`src/rtl/arm_mc_controller.sv`:
```
// Multicycle ARM control unit: main state machine, ALU decoder,
// condition logic with NZCV register, and write-enable gating.
//
// arm_mc_controller ports:
//   clk, reset          rising-edge clock, async active-low reset
//   Cond/Op/Funct/Rd    instruction fields from the IR
//   ALUFlags            NZCV from the ALU this cycle
//   PCWrite/IRWrite/RegWrite/MemWrite/BrL   gated write enables
//   AdrSrc/ResultSrc/ALUSrcA/ALUSrcB/ImmSrc/RegSrc   datapath selects
//   ALUControl          ALU operation
//   Flags               registered NZCV
//   State               current FSM state (debug)

module arm_mc_fsm #(
  parameter bit BL_EN = 1'b1
) (
  input  logic       clk,
  input  logic       reset,
  input  logic [1:0] op,
  input  logic       imm,
  input  logic       link,
  input  logic       load,
  input  logic       skip_wb,
  output logic [3:0] state_code,
  output logic       in_exec,
  output logic       irw,
  output logic       next_pc,
  output logic       regw,
  output logic       memw,
  output logic       branch,
  output logic       brl,
  output logic       alu_op,
  output logic       adr_src,
  output logic       alu_src_a,
  output logic [1:0] alu_src_b,
  output logic [1:0] result_src
);

  typedef enum logic [3:0] {
    S_FETCH  = 4'd0,
    S_DECODE = 4'd1,
    S_MEMADR = 4'd2,
    S_MEMRD  = 4'd3,
    S_MEMWB  = 4'd4,
    S_MEMWR  = 4'd5,
    S_EXECR  = 4'd6,
    S_EXECI  = 4'd7,
    S_ALUWB  = 4'd8,
    S_BRANCH = 4'd9
  } state_t;

  state_t state;
  state_t state_nx;

  always_ff @(posedge clk or negedge reset) begin
    if (!reset) state <= S_FETCH;
    else        state <= state_nx;
  end

  always_comb begin
    state_nx = S_FETCH;
    case (state)
      S_FETCH:  state_nx = S_DECODE;
      S_DECODE: begin
        case (op)
          2'b00:   state_nx = imm ? S_EXECI : S_EXECR;
          2'b01:   state_nx = S_MEMADR;
          2'b10:   state_nx = S_BRANCH;
          default: state_nx = S_FETCH;
        endcase
      end
      S_MEMADR: state_nx = load ? S_MEMRD : S_MEMWR;
      S_MEMRD:  state_nx = S_MEMWB;
      S_MEMWB:  state_nx = S_FETCH;
      S_MEMWR:  state_nx = S_FETCH;
      S_EXECR,
      S_EXECI:  state_nx = skip_wb ? S_FETCH : S_ALUWB;
      S_ALUWB:  state_nx = S_FETCH;
      S_BRANCH: state_nx = S_FETCH;
      default:  state_nx = S_FETCH;
    endcase
  end

  always_comb begin
    irw        = 1'b0;
    next_pc    = 1'b0;
    regw       = 1'b0;
    memw       = 1'b0;
    branch     = 1'b0;
    brl        = 1'b0;
    alu_op     = 1'b0;
    adr_src    = 1'b0;
    alu_src_a  = 1'b0;
    alu_src_b  = 2'b00;
    result_src = 2'b00;
    case (state)
      S_FETCH: begin
        irw        = 1'b1;
        next_pc    = 1'b1;
        alu_src_a  = 1'b1;
        alu_src_b  = 2'b10;
        result_src = 2'b10;
      end
      S_DECODE: begin
        alu_src_a  = 1'b1;
        alu_src_b  = 2'b10;
        result_src = 2'b10;
      end
      S_MEMADR: alu_src_b = 2'b01;
      S_MEMRD:  adr_src   = 1'b1;
      S_MEMWB: begin
        result_src = 2'b01;
        regw       = 1'b1;
      end
      S_MEMWR: begin
        adr_src = 1'b1;
        memw    = 1'b1;
      end
      S_EXECR:  alu_op = 1'b1;
      S_EXECI: begin
        alu_src_b = 2'b01;
        alu_op    = 1'b1;
      end
      S_ALUWB:  regw = 1'b1;
      S_BRANCH: begin
        alu_src_b  = 2'b01;
        result_src = 2'b10;
        branch     = 1'b1;
        // BL: R14 gets the link value while the PC path keeps 10
        if (BL_EN && link) begin
          regw = 1'b1;
          brl  = 1'b1;
        end
      end
      default: ;
    endcase
  end

  assign state_code = state;
  assign in_exec    = (state == S_EXECR) || (state == S_EXECI);

endmodule

// ALU decoder: maps Funct[4:1] to an ALU op and flag-write mask.
// Ports: alu_op, funct in; alu_ctl, flag_w, skip_wb out.
module arm_mc_aludec #(
  parameter bit SHIFT_EN = 1'b1
) (
  input  logic       alu_op,
  input  logic [4:0] funct,
  output logic [2:0] alu_ctl,
  output logic [1:0] flag_w,
  output logic       skip_wb
);

  logic is_add;
  logic is_sub;
  logic is_cmp;
  logic is_and;
  logic is_orr;
  logic is_mov;
  logic op_ok;

  assign is_add = (funct[4:1] == 4'b0100);
  assign is_sub = (funct[4:1] == 4'b0010);
  assign is_cmp = (funct[4:1] == 4'b1010);
  assign is_and = (funct[4:1] == 4'b0000);
  assign is_orr = (funct[4:1] == 4'b1100);
  assign is_mov = SHIFT_EN && (funct[4:1] == 4'b1101);
  assign op_ok  = is_add | is_sub | is_cmp
                | is_and | is_orr | is_mov;

  // CMP and unknown ops have nothing to write back
  assign skip_wb = is_cmp | ~op_ok;

  always_comb begin
    alu_ctl = 3'b000;
    flag_w  = 2'b00;
    if (alu_op) begin
      unique case (1'b1)
        is_add:          alu_ctl = 3'b000;
        is_sub | is_cmp: alu_ctl = 3'b001;
        is_and:          alu_ctl = 3'b010;
        is_orr:          alu_ctl = 3'b011;
        is_mov:          alu_ctl = 3'b100;
        default:         alu_ctl = 3'b000;
      endcase
      flag_w[1] = op_ok & (funct[0] | is_cmp);
      flag_w[0] = flag_w[1] & (is_add | is_sub | is_cmp);
    end
  end

endmodule

// Condition check against the registered NZCV, plus the register.
// Ports: clk, reset, cond, alu_flags, flag_w, upd in; flags, cond_ex out.
module arm_mc_cond (
  input  logic       clk,
  input  logic       reset,
  input  logic [3:0] cond,
  input  logic [3:0] alu_flags,
  input  logic [1:0] flag_w,
  input  logic       upd,
  output logic [3:0] flags,
  output logic       cond_ex
);

  logic n;
  logic z;
  logic c;
  logic v;
  logic ge;

  assign n  = flags[3];
  assign z  = flags[2];
  assign c  = flags[1];
  assign v  = flags[0];
  assign ge = (n == v);

  always_comb begin
    cond_ex = 1'b0;
    case (cond)
      4'b0000: cond_ex = z;
      4'b0001: cond_ex = ~z;
      4'b0010: cond_ex = c;
      4'b0011: cond_ex = ~c;
      4'b0100: cond_ex = n;
      4'b0101: cond_ex = ~n;
      4'b0110: cond_ex = v;
      4'b0111: cond_ex = ~v;
      4'b1000: cond_ex = c & ~z;
      4'b1001: cond_ex = ~c | z;
      4'b1010: cond_ex = ge;
      4'b1011: cond_ex = ~ge;
      4'b1100: cond_ex = ~z & ge;
      4'b1101: cond_ex = z | ~ge;
      4'b1110: cond_ex = 1'b1;
      default: cond_ex = 1'b0;
    endcase
  end

  always_ff @(posedge clk or negedge reset) begin
    if (!reset) begin
      flags <= 4'b0000;
    end else if (upd && cond_ex) begin
      if (flag_w[1]) flags[3:2] <= alu_flags[3:2];
      if (flag_w[0]) flags[1:0] <= alu_flags[1:0];
    end
  end

endmodule

module arm_mc_controller #(
  parameter int ALUCW    = 3,
  parameter bit SHIFT_EN = 1'b1,
  parameter bit BL_EN    = 1'b1
) (
  input  logic             clk,
  input  logic             reset,
  input  logic [3:0]       Cond,
  input  logic [1:0]       Op,
  input  logic [5:0]       Funct,
  input  logic [3:0]       Rd,
  input  logic [3:0]       ALUFlags,
  output logic             PCWrite,
  output logic             AdrSrc,
  output logic             MemWrite,
  output logic             IRWrite,
  output logic             RegWrite,
  output logic             BrL,
  output logic [1:0]       ResultSrc,
  output logic             ALUSrcA,
  output logic [1:0]       ALUSrcB,
  output logic [1:0]       ImmSrc,
  output logic [1:0]       RegSrc,
  output logic [ALUCW-1:0] ALUControl,
  output logic [3:0]       Flags,
  output logic [3:0]       State
);

  logic       in_exec;
  logic       irw;
  logic       next_pc;
  logic       regw;
  logic       memw;
  logic       branch;
  logic       brl;
  logic       alu_op;
  logic       skip_wb;
  logic       cond_ex;
  logic       pcs;
  logic [2:0] alu_ctl;
  logic [1:0] flag_w;

  arm_mc_fsm #(
    .BL_EN(BL_EN)
  ) u_fsm (
    .clk        (clk),
    .reset      (reset),
    .op         (Op),
    .imm        (Funct[5]),
    .link       (Funct[4]),
    .load       (Funct[0]),
    .skip_wb    (skip_wb),
    .state_code (State),
    .in_exec    (in_exec),
    .irw        (irw),
    .next_pc    (next_pc),
    .regw       (regw),
    .memw       (memw),
    .branch     (branch),
    .brl        (brl),
    .alu_op     (alu_op),
    .adr_src    (AdrSrc),
    .alu_src_a  (ALUSrcA),
    .alu_src_b  (ALUSrcB),
    .result_src (ResultSrc)
  );

  arm_mc_aludec #(
    .SHIFT_EN(SHIFT_EN)
  ) u_aludec (
    .alu_op  (alu_op),
    .funct   (Funct[4:0]),
    .alu_ctl (alu_ctl),
    .flag_w  (flag_w),
    .skip_wb (skip_wb)
  );

  arm_mc_cond u_cond (
    .clk       (clk),
    .reset     (reset),
    .cond      (Cond),
    .alu_flags (ALUFlags),
    .flag_w    (flag_w),
    .upd       (in_exec),
    .flags     (Flags),
    .cond_ex   (cond_ex)
  );

  always_comb begin
    ALUControl      = '0;
    ALUControl[2:0] = alu_ctl;
  end

  assign ImmSrc = Op;
  assign RegSrc = {Op == 2'b01, Op == 2'b10};

  // a write to R15 is steered to the PC, not the register file
  assign pcs = branch | (regw & (Rd == 4'b1111));

  assign PCWrite  = reset & (next_pc | (pcs & cond_ex));
  assign RegWrite = reset & regw & cond_ex & ~(pcs & ~brl);
  assign MemWrite = reset & memw & cond_ex;
  assign IRWrite  = reset & irw;
  assign BrL      = reset & brl;

endmodule

```
`config.mk`:
```
export PLATFORM = sky130hd
export DESIGN_NAME = arm_mc_controller
export DESIGN_NICKNAME = d
export VERILOG_FILES = /design/src/rtl/arm_mc_controller.sv
export SDC_FILE = /design/constraint.sdc
export NUM_CORES = 1
export LEC_CHECK = 0
export CORE_UTILIZATION = 38
export DETAILED_ROUTE_END_ITERATION = 16
export GPL_ROUTABILITY_DRIVEN = 1
export GPL_TIMING_DRIVEN = 1
export PLACE_DENSITY = 0.79
export SLEW_MARGIN = 30
export SYNTH_ARGS = -nofsm -noshare
export SYNTH_HDL_FRONTEND = slang
export SYNTH_SLANG_ARGS = --single-unit
```
`constraint.sdc`:
```
create_clock -name clk -period 2 [get_ports clk]
set_input_delay 0.4 -clock clk [delete_from_list [all_inputs] [get_ports clk]]
set_output_delay 0.4 -clock clk [all_outputs]
set_load 0.05 [all_outputs]
```
==> results of run 1 <==
kinds of logic after synthesis:
kind of cell / after synthesis / share of synthesized area (%)
AND/OR/NAND/NOR: 51 / 35.60
AO/OA/AOI/OAI: 24 / 20.26
buffers and inverters: 13 / 7.235
flip-flops: 8 / 23.15
multiplexers: 7 / 8.683
XOR/XNOR: 5 / 5.066
cell usage after synthesis, types with 4 or more instances:
| master | n | share of area [%] |
|---|---|---|
| a21oi_1 | 6 | 3.5 |
| clkbuf_1 | 4 | 1.7 |
| dfrtp_1 | 8 | 23 |
| mux2_1 | 4 | 5.2 |
| nand2_1 | 6 | 2.6 |
| nand2b_1 | 5 | 3.6 |
| nand3b_1 | 4 | 3.5 |
| nor2_1 | 7 | 3.0 |
| nor3_1 | 10 | 5.8 |
| nor3b_1 | 4 | 3.5 |
| o21ai_0 | 4 | 2.3 |
timing repair:
action	CTS
pin swaps	10
resized for setup	20
buffers inserted	4
setup endpoints to repair	12
stage by stage:
step / setup slack, ps / TNS, ps / cell area (µm²)
2_1_floorplan: -313.1 / -890.8 / 977.2
3_3_place_gp: -621.8 / -3591 / 1770
3_5_place_dp: -782.9 / -4642 / 1770
4_1_cts: -514.4 / -1742 / 1869
==> flow_summary.yaml, run 1 <==
cts:
  cts_max_path_buffers: 2
  clock_sinks: 8
  clock-root-buffer: "clkbuf_4"
  cts_buffers: 3
  hold_buffers: 0
  htreeDepth: 1
grt:
  grt_max_degree: 15
  antenna_found_initial: 0
logic_synthesis:
  syn_nets: 130
  synth_edf_count: 0
  synth_area_per_cell_um2: 8.005
  dominantRegCellSynth: "dfrtp_1"
  syn_area_um2: 864.6
  ys_ff_latch: 8
  async_reset_ff_share_pct: 100.0
  ys_warn_count: 0
  synthCells: 108
  synth_cell_types: 38
  ys_seq_area_share_pct: 23.15
floorplanning:
  start_util_pct: 42.34
  die_h_um: 49.70
  ios: 48
  fp-row-count: 16
  die_w_um: 49.70
outcome:
  stop_stage: "global routing"
  error: "[ERROR DPL-0033] detailed placement checks failed during check placement."
  status: "did not finish"
placement:
  io_buffers: 47
  placed_cells: 198
  dp_hpwl_um: 2718
  place.gp.congestion: 0.7766
timing:
  endpoint_type: "top-level output"
  grt-worst-endpoint: "PCWrite"
==> run 2: changes to the inputs <==
Settings changed: CORE_AREA set to 2 2 63 65, CORE_UTILIZATION 38 to unset, DIE_AREA set to 0 0 65 67, PLACE_DENSITY 0.79 to unset, PLACE_DENSITY_LB_ADDON set to 0.15.
==> flow_summary.yaml, run 2 <==
outcome:
  status: "finished, violations left"
  failed_checks: "negative setup slack"
power_and_ir_drop:
  power.internal_uw: 1172
  p_leak_uw: 0.0008062
  vdd_drop_max_mv: 0.5963
  clockPowerShare_pct: 8.5
  netSwitchingPower_uw: 1182
  power_frac_comb_pct: 77.1
  swShare_pct: 50.23
  pwr-share-seq_pct: 14.4
  power.density_nw_per_um2: 1205
worst_setup_path:
  crit_family: "compound AO/OA/AOI/OAI gates"
  path_buf_inv: 2
  crit_chain: "nand3b_1, o22ai_2, mux2i_2, o311ai_4, buf_4, a31oi_4, a21oi_4, buf_12"
  startpoint_type: "flip-flop"
  crit_slowest_cell: "dfrtp_2"
  crit_fanout: 4
  setup.worst_path.class: "reg2out"
  critical_path.max_stage_delay_ps: 420
  cp.arrival_ps: 2060
  critPathCaptureType: "primary output"
  cp.required_ps: 1600
logic_synthesis:
  synth.most_common_cell: "nor3_1"
  synth_edf_count: 0
  dominantRegCellSynth: "dfrtp_1"
  synth_commonest_cells: "nor3_1, dfrtp_1, nor2_1"
  synthDominantCellAreaShare_pct: 23.15
  async_reset_ff_share_pct: 100.0
  syn_nets: 130
  syn_area_um2: 864.6
  ys_top_cells_by_area: "dfrtp_1, nor3_1, mux2_1, nand2b_1, a21oi_1"
  ys_seq_area_share_pct: 23.15
  ys_warn_count: 0
  synthCells: 108
  synth_top_area_cell: "dfrtp_1"
  ys_ff_latch: 8
  synth_area_per_cell_um2: 8.005
  synth_cell_types: 38
cts:
  clk_pin_slew_ps: 50
  htreeDepth: 1
  clock_latency_ps: 230
  clock-root-buffer: "clkbuf_8"
  clock_sinks: 8
  tritoncts: "yes"
  cts_max_path_buffers: 2
  cts_buffers: 3
finish:
  layout_common_cells: "buf_4, buf_12, clkdlybuf4s50_1"
  fin_util_pct: 54.16
  layout_commonest_cell: "buf_4"
  fillers: 336
  drive_above_1_share_pct: 55.43
  ff_latch_area_um2: 210.2
  layout.cells.non_filler: 223
  syn_to_final_growth_pct: 125.9
  fin_nets: 198
  diodes: 0
  multi_input_area_um2: 797.0
placement:
  io_buffers: 47
  dp_hpwl_um: 2272
  place.gp.congestion: 0.7330
  placed_cells: 217
grt:
  antenna_found_initial: 0
  grt_pass1_wl_um: 4981
  overflow: 0
  grt_max_degree: 13
  track_usage_pct: 14.41
  grt_pass1_vias: 1165
timing:
  slew_headroom_pct: 67.14
  tightest_slew_ps: 491.4
  finalHoldViolations: 0
  rsz0062_at_grt: "true"
  skew_ps: 8.054
  max_freq_mhz: 406.4
  drv_slew: 0
  period_share_pct: 123.0
  min_period_ps: 2460
  setup_ws_ps: -460.5
  setup_viol: 7
worst_hold_path:
  worstHoldPathType: "in2async"
routing:
  routedWlPerCell_um: 13.09
  drtAntennaViolNets: 0
  vias_per_cell: 4.726
  drt_iter0_drc: 22
  wl_um: 2920
  routed-via-count: 1054
  drt_pass1_iterations: 4
  drc: 0
floorplanning:
  fp-row-count: 22
  die_h_um: 67
  die-area_um2: 4355
  die_w_um: 65
  ios: 48
  fp.coreArea_um2: 3606
  start_util_pct: 23.98
job:
  cap_violations: 0
-- run 2: cell counts after synthesis --
Identical to the previous run, type by type.
-- run 2: what timing repair did --
| item | in CTS | in global routing |
|---|---|---|
| cloned | 0 | 0 |
| gates resized for setup | 28 | 10 |
| setup buffers | 5 | 1 |
| pin swaps | 6 | 3 |
| setup endpoints to repair | 10 | 11 |
| hold buffers | 0 | 0 |
-- run 2: cell families after synthesis --
group,Yosys count,synth area share (%)
AOI/OAI and AO/OA,24,20.26
xor gates and xnor gates,5,5.066
muxes,7,8.683
and+or+nand+nor,51,35.60
buffers and inverters,13,7.235
DFF,8,23.15
-- run 2: final cells by class --
type | instances | area share (%)
repair buffers | 73 | 42.47
flip-flops and latches | 8 | 10.76
inverters | 3 | 0.5766
multi-input cells | 87 | 40.81
clock buffers | 4 | 2.306
well taps | 48 | 3.075
-- run 2: path summary, 6_finish.rpt --
kind	slack, ps	depth (start not counted)	end	startpoint
worst max-delay path	-460	8	PCWrite	u_cond.flags[2]$_DFFE_PN0P_
worst min-delay path	530	2	u_cond.flags[1]$_DFFE_PN0P_	reset
worst max register to register	-120	8	u_cond.flags[1]$_DFFE_PN0P_	u_cond.flags[2]$_DFFE_PN0P_
worst min register to register	610	2	u_fsm.state_code[3]$_DFF_PN0_	u_fsm.state_code[3]$_DFF_PN0_
max in group asynchronous	1320	2	u_fsm.state_code[0]$_DFF_PN0_	reset
min in group clk	610	2	u_fsm.state_code[3]$_DFF_PN0_	u_fsm.state_code[3]$_DFF_PN0_
-- run 2: layer usage --
metal / wire (µm) / part of all wire, % / vias up / global-route usage, %
li1: - / - / 527 / -
met1: 1222 / 42 / 495 / 17.15
met2: 1474 / 50 / 30 / 25.64
met3: 195 / 6.7 / 2 / 2.534
met4: 27 / 0.92 / 0 / 5.585
met5: 0 / 0 / - / 0
-- run 2: power by group through the flow --
stage	sequential [µW]	clock, µW	combinational (µW)
2_1_floorplan	445	0	871
3_3_place_gp	324	0	1700
3_5_place_dp	325	0	1700
4_1_cts	329	205	1810
5_1_grt	350	213	1910
6_report	339	200	1820
-- run 2: through the flow --
stage / setup slack [ps] / setup TNS, ps / area [µm²] / hold WS (ps) / power [µW]
2_1_floorplan: -313.1 / -890.8 / 977.2 / 104.4 / 1316
3_3_place_gp: -616.6 / -3743 / 1784 / 585.7 / 2020
3_5_place_dp: -694.8 / -4141 / 1784 / 586.0 / 2029
4_1_cts: -427.5 / -1904 / 1938 / 516.4 / 2348
5_1_grt: -526.5 / -2214 / 1953 / 533.7 / 2470
6_report: -460.5 / -1692 / 1953 / 525.5 / 2354
Power figures use the tool's default switching activity.
==> run 3: changes to the inputs <==
Settings changed: GPL_ROUTABILITY_DRIVEN 1 to unset, RECOVER_POWER set to 100.
==> flow_summary.yaml, run 3 (synthesis gave the netlist of run 2 again) <==
cts:
  clock_latency_ps: 230
  tritoncts: "yes"
  clock-root-buffer: "clkbuf_8"
  clk_pin_slew_ps: 50
  cts_buffers: 3
  clock_sinks: 8
  cts_max_path_buffers: 2
  hold_buffers: 0
  htreeDepth: 1
placement:
  dp_hpwl_um: 2272
  placed_cells: 217
  place.gp.congestion: 0.7330
  io_buffers: 47
  dpl_cell_area_um2: 1784
job:
  cap_violations: 0
worst_setup_path:
  r2r_slack_ps: -120
  cp.arrival_ps: 2060
  crit_family: "compound AO/OA/AOI/OAI gates"
  reg2reg_to: "u_cond.flags[1]$_DFFE_PN0P_"
  rr_startpoint: "u_cond.flags[2]$_DFFE_PN0P_"
  path_buf_inv: 2
  crit_fanout: 4
  r2r.worst_path.cells: 8
  startpoint_type: "flip-flop"
  setup.worst_path.class: "reg2out"
  cp.required_ps: 1600
  crit_slowest_cell: "dfrtp_2"
  critical_path.max_stage_delay_ps: 420
  critPathCaptureType: "primary output"
  crit_chain: "nand3b_1, o22ai_2, mux2i_2, o311ai_4, buf_4, a31oi_4, a21oi_4, buf_12"
grt:
  grt_pass1_vias: 1165
  overflow: 0
  antenna_found_initial: 0
  grt_pass1_wl_um: 4981
  grt_max_degree: 13
  track_usage_pct: 14.41
floorplanning:
  die_h_um: 67
  ios: 48
  fp.coreArea_um2: 3606
  die-area_um2: 4355
  fp-row-count: 22
  start_util_pct: 23.98
  die_w_um: 65
power_and_ir_drop:
  finalPower_uw: 2240
  netSwitchingPower_uw: 1170
  clockPowerShare_pct: 8.9
  power.density_nw_per_um2: 1216
  vdd_drop_max_mv: 0.4972
  p_leak_uw: 0.0007554
  power.internal_uw: 1070
  swShare_pct: 52.23
  pwr-share-seq_pct: 15.1
  power_frac_comb_pct: 76.0
worst_hold_path:
  worstHoldStart: "u_fsm.state_code[3]$_DFF_PN0_"
  worstHoldPathType: "reg2reg"
  whs_endpoint: "u_fsm.state_code[3]$_DFF_PN0_"
  whs_path_depth: 2
finish:
  syn_to_final_growth_pct: 113.0
  layout.cells.non_filler: 223
  fin_area_um2: 1842
  fin_util_pct: 51.08
  drive_above_1_share_pct: 49.14
  layout_commonest_cell: "buf_4"
  fin_nets: 198
  layout_common_cells: "buf_4, clkdlybuf4s50_1, buf_12"
  diodes: 0
timing:
  slew_headroom_pct: 59.80
  max_freq_mhz: 406.3
  min_period_ps: 2461
  finalHoldViolations: 0
  period_share_pct: 123.0
  rsz0062_at_grt: "true"
  tightest_slew_ps: 605.6
  skew_ps: 8.036
  setup_viol: 8
  drv_slew: 0
  setup_ws_ps: -461.0
routing:
  drtAntennaViolNets: 0
  drc: 0
  wl_um: 2933
  routedWlPerCell_um: 13.15
  drt_iter0_drc: 31
  routed-via-count: 1061
  vias_per_cell: 4.758
  drt_pass1_iterations: 4
outcome:
  failed_checks: "negative setup slack"
  status: "finished, violations left"
-- run 3: power groups by stage --
stage	logic [µW]	clock network [µW]	registers, µW
after global routing	1790	213	348
after CTS	1810	205	329
after detailed placement	1700	0	325
after floorplan	871	0	445
final	1700	200	338
after global placement	1700	0	324
-- run 3: worst max path at each step --
stage | start | endpoint | slack [ps] | depth (start not counted)
6_report | u_cond.flags[2]$_DFFE_PN0P_ | PCWrite | -460 | 8
5_1_grt | Cond[2] | PCWrite | -530 | 9
4_1_cts | u_cond.flags[2]$_DFFE_PN0P_ | PCWrite | -430 | 8
3_5_place_dp | Cond[0] | PCWrite | -690 | 8
3_3_place_gp | Cond[0] | PCWrite | -620 | 8
2_1_floorplan | u_cond.flags[0]$_DFFE_PN0P_ | RegWrite | -310 | 5
-- run 3: area by class of cell --
class                      count  area (µm²)
fill                         350        1764
multi-input combinational     87       783.3
timing repair buffer          73       732.0
sequential                     8       210.2
tap                           48       60.06
clock buffer                   4       45.04
inverter                       3       11.26
-- run 3: what timing repair did --
action	CTS	global route
gates resized for setup	28	10
setup endpoints to repair	10	11
pin swaps	6	3
buffers inserted	5	1
-- run 3: per-layer routing --
metal / wire [µm] / track usage [%] / vias to the layer above / share of wire, %
met5: 0 / 0 / - / 0
met4: 27 / 5.585 / 0 / 0.92
met3: 199 / 2.534 / 2 / 6.8
met2: 1483 / 25.64 / 34 / 51
met1: 1222 / 17.15 / 498 / 42
li1: - / - / 527 / -
-- run 3: stage by stage --
| step | hold WS (ps) | TNS, ps | worst slack, ps |
|---|---|---|---|
| floorplan | 104.4 | -890.8 | -313.1 |
| global placement | 585.7 | -3743 | -616.6 |
| detailed placement | 586.0 | -4141 | -694.8 |
| CTS | 516.4 | -1904 | -427.5 |
| global route | 647.7 | -2619 | -526.5 |
| finish | 607.7 | -1962 | -461.0 |
-- run 3: worst min-delay path, stage by stage, from the launching register on --
cell	delay (ps)
dfrtp_2	360
buf_4	160
a21oi_1	50
==> run 4: changes to the inputs <==
Settings changed: CAP_MARGIN set to 20.
==> results of run 4 <==
The final DEF is identical to that of run 3; final timing and power are the same.
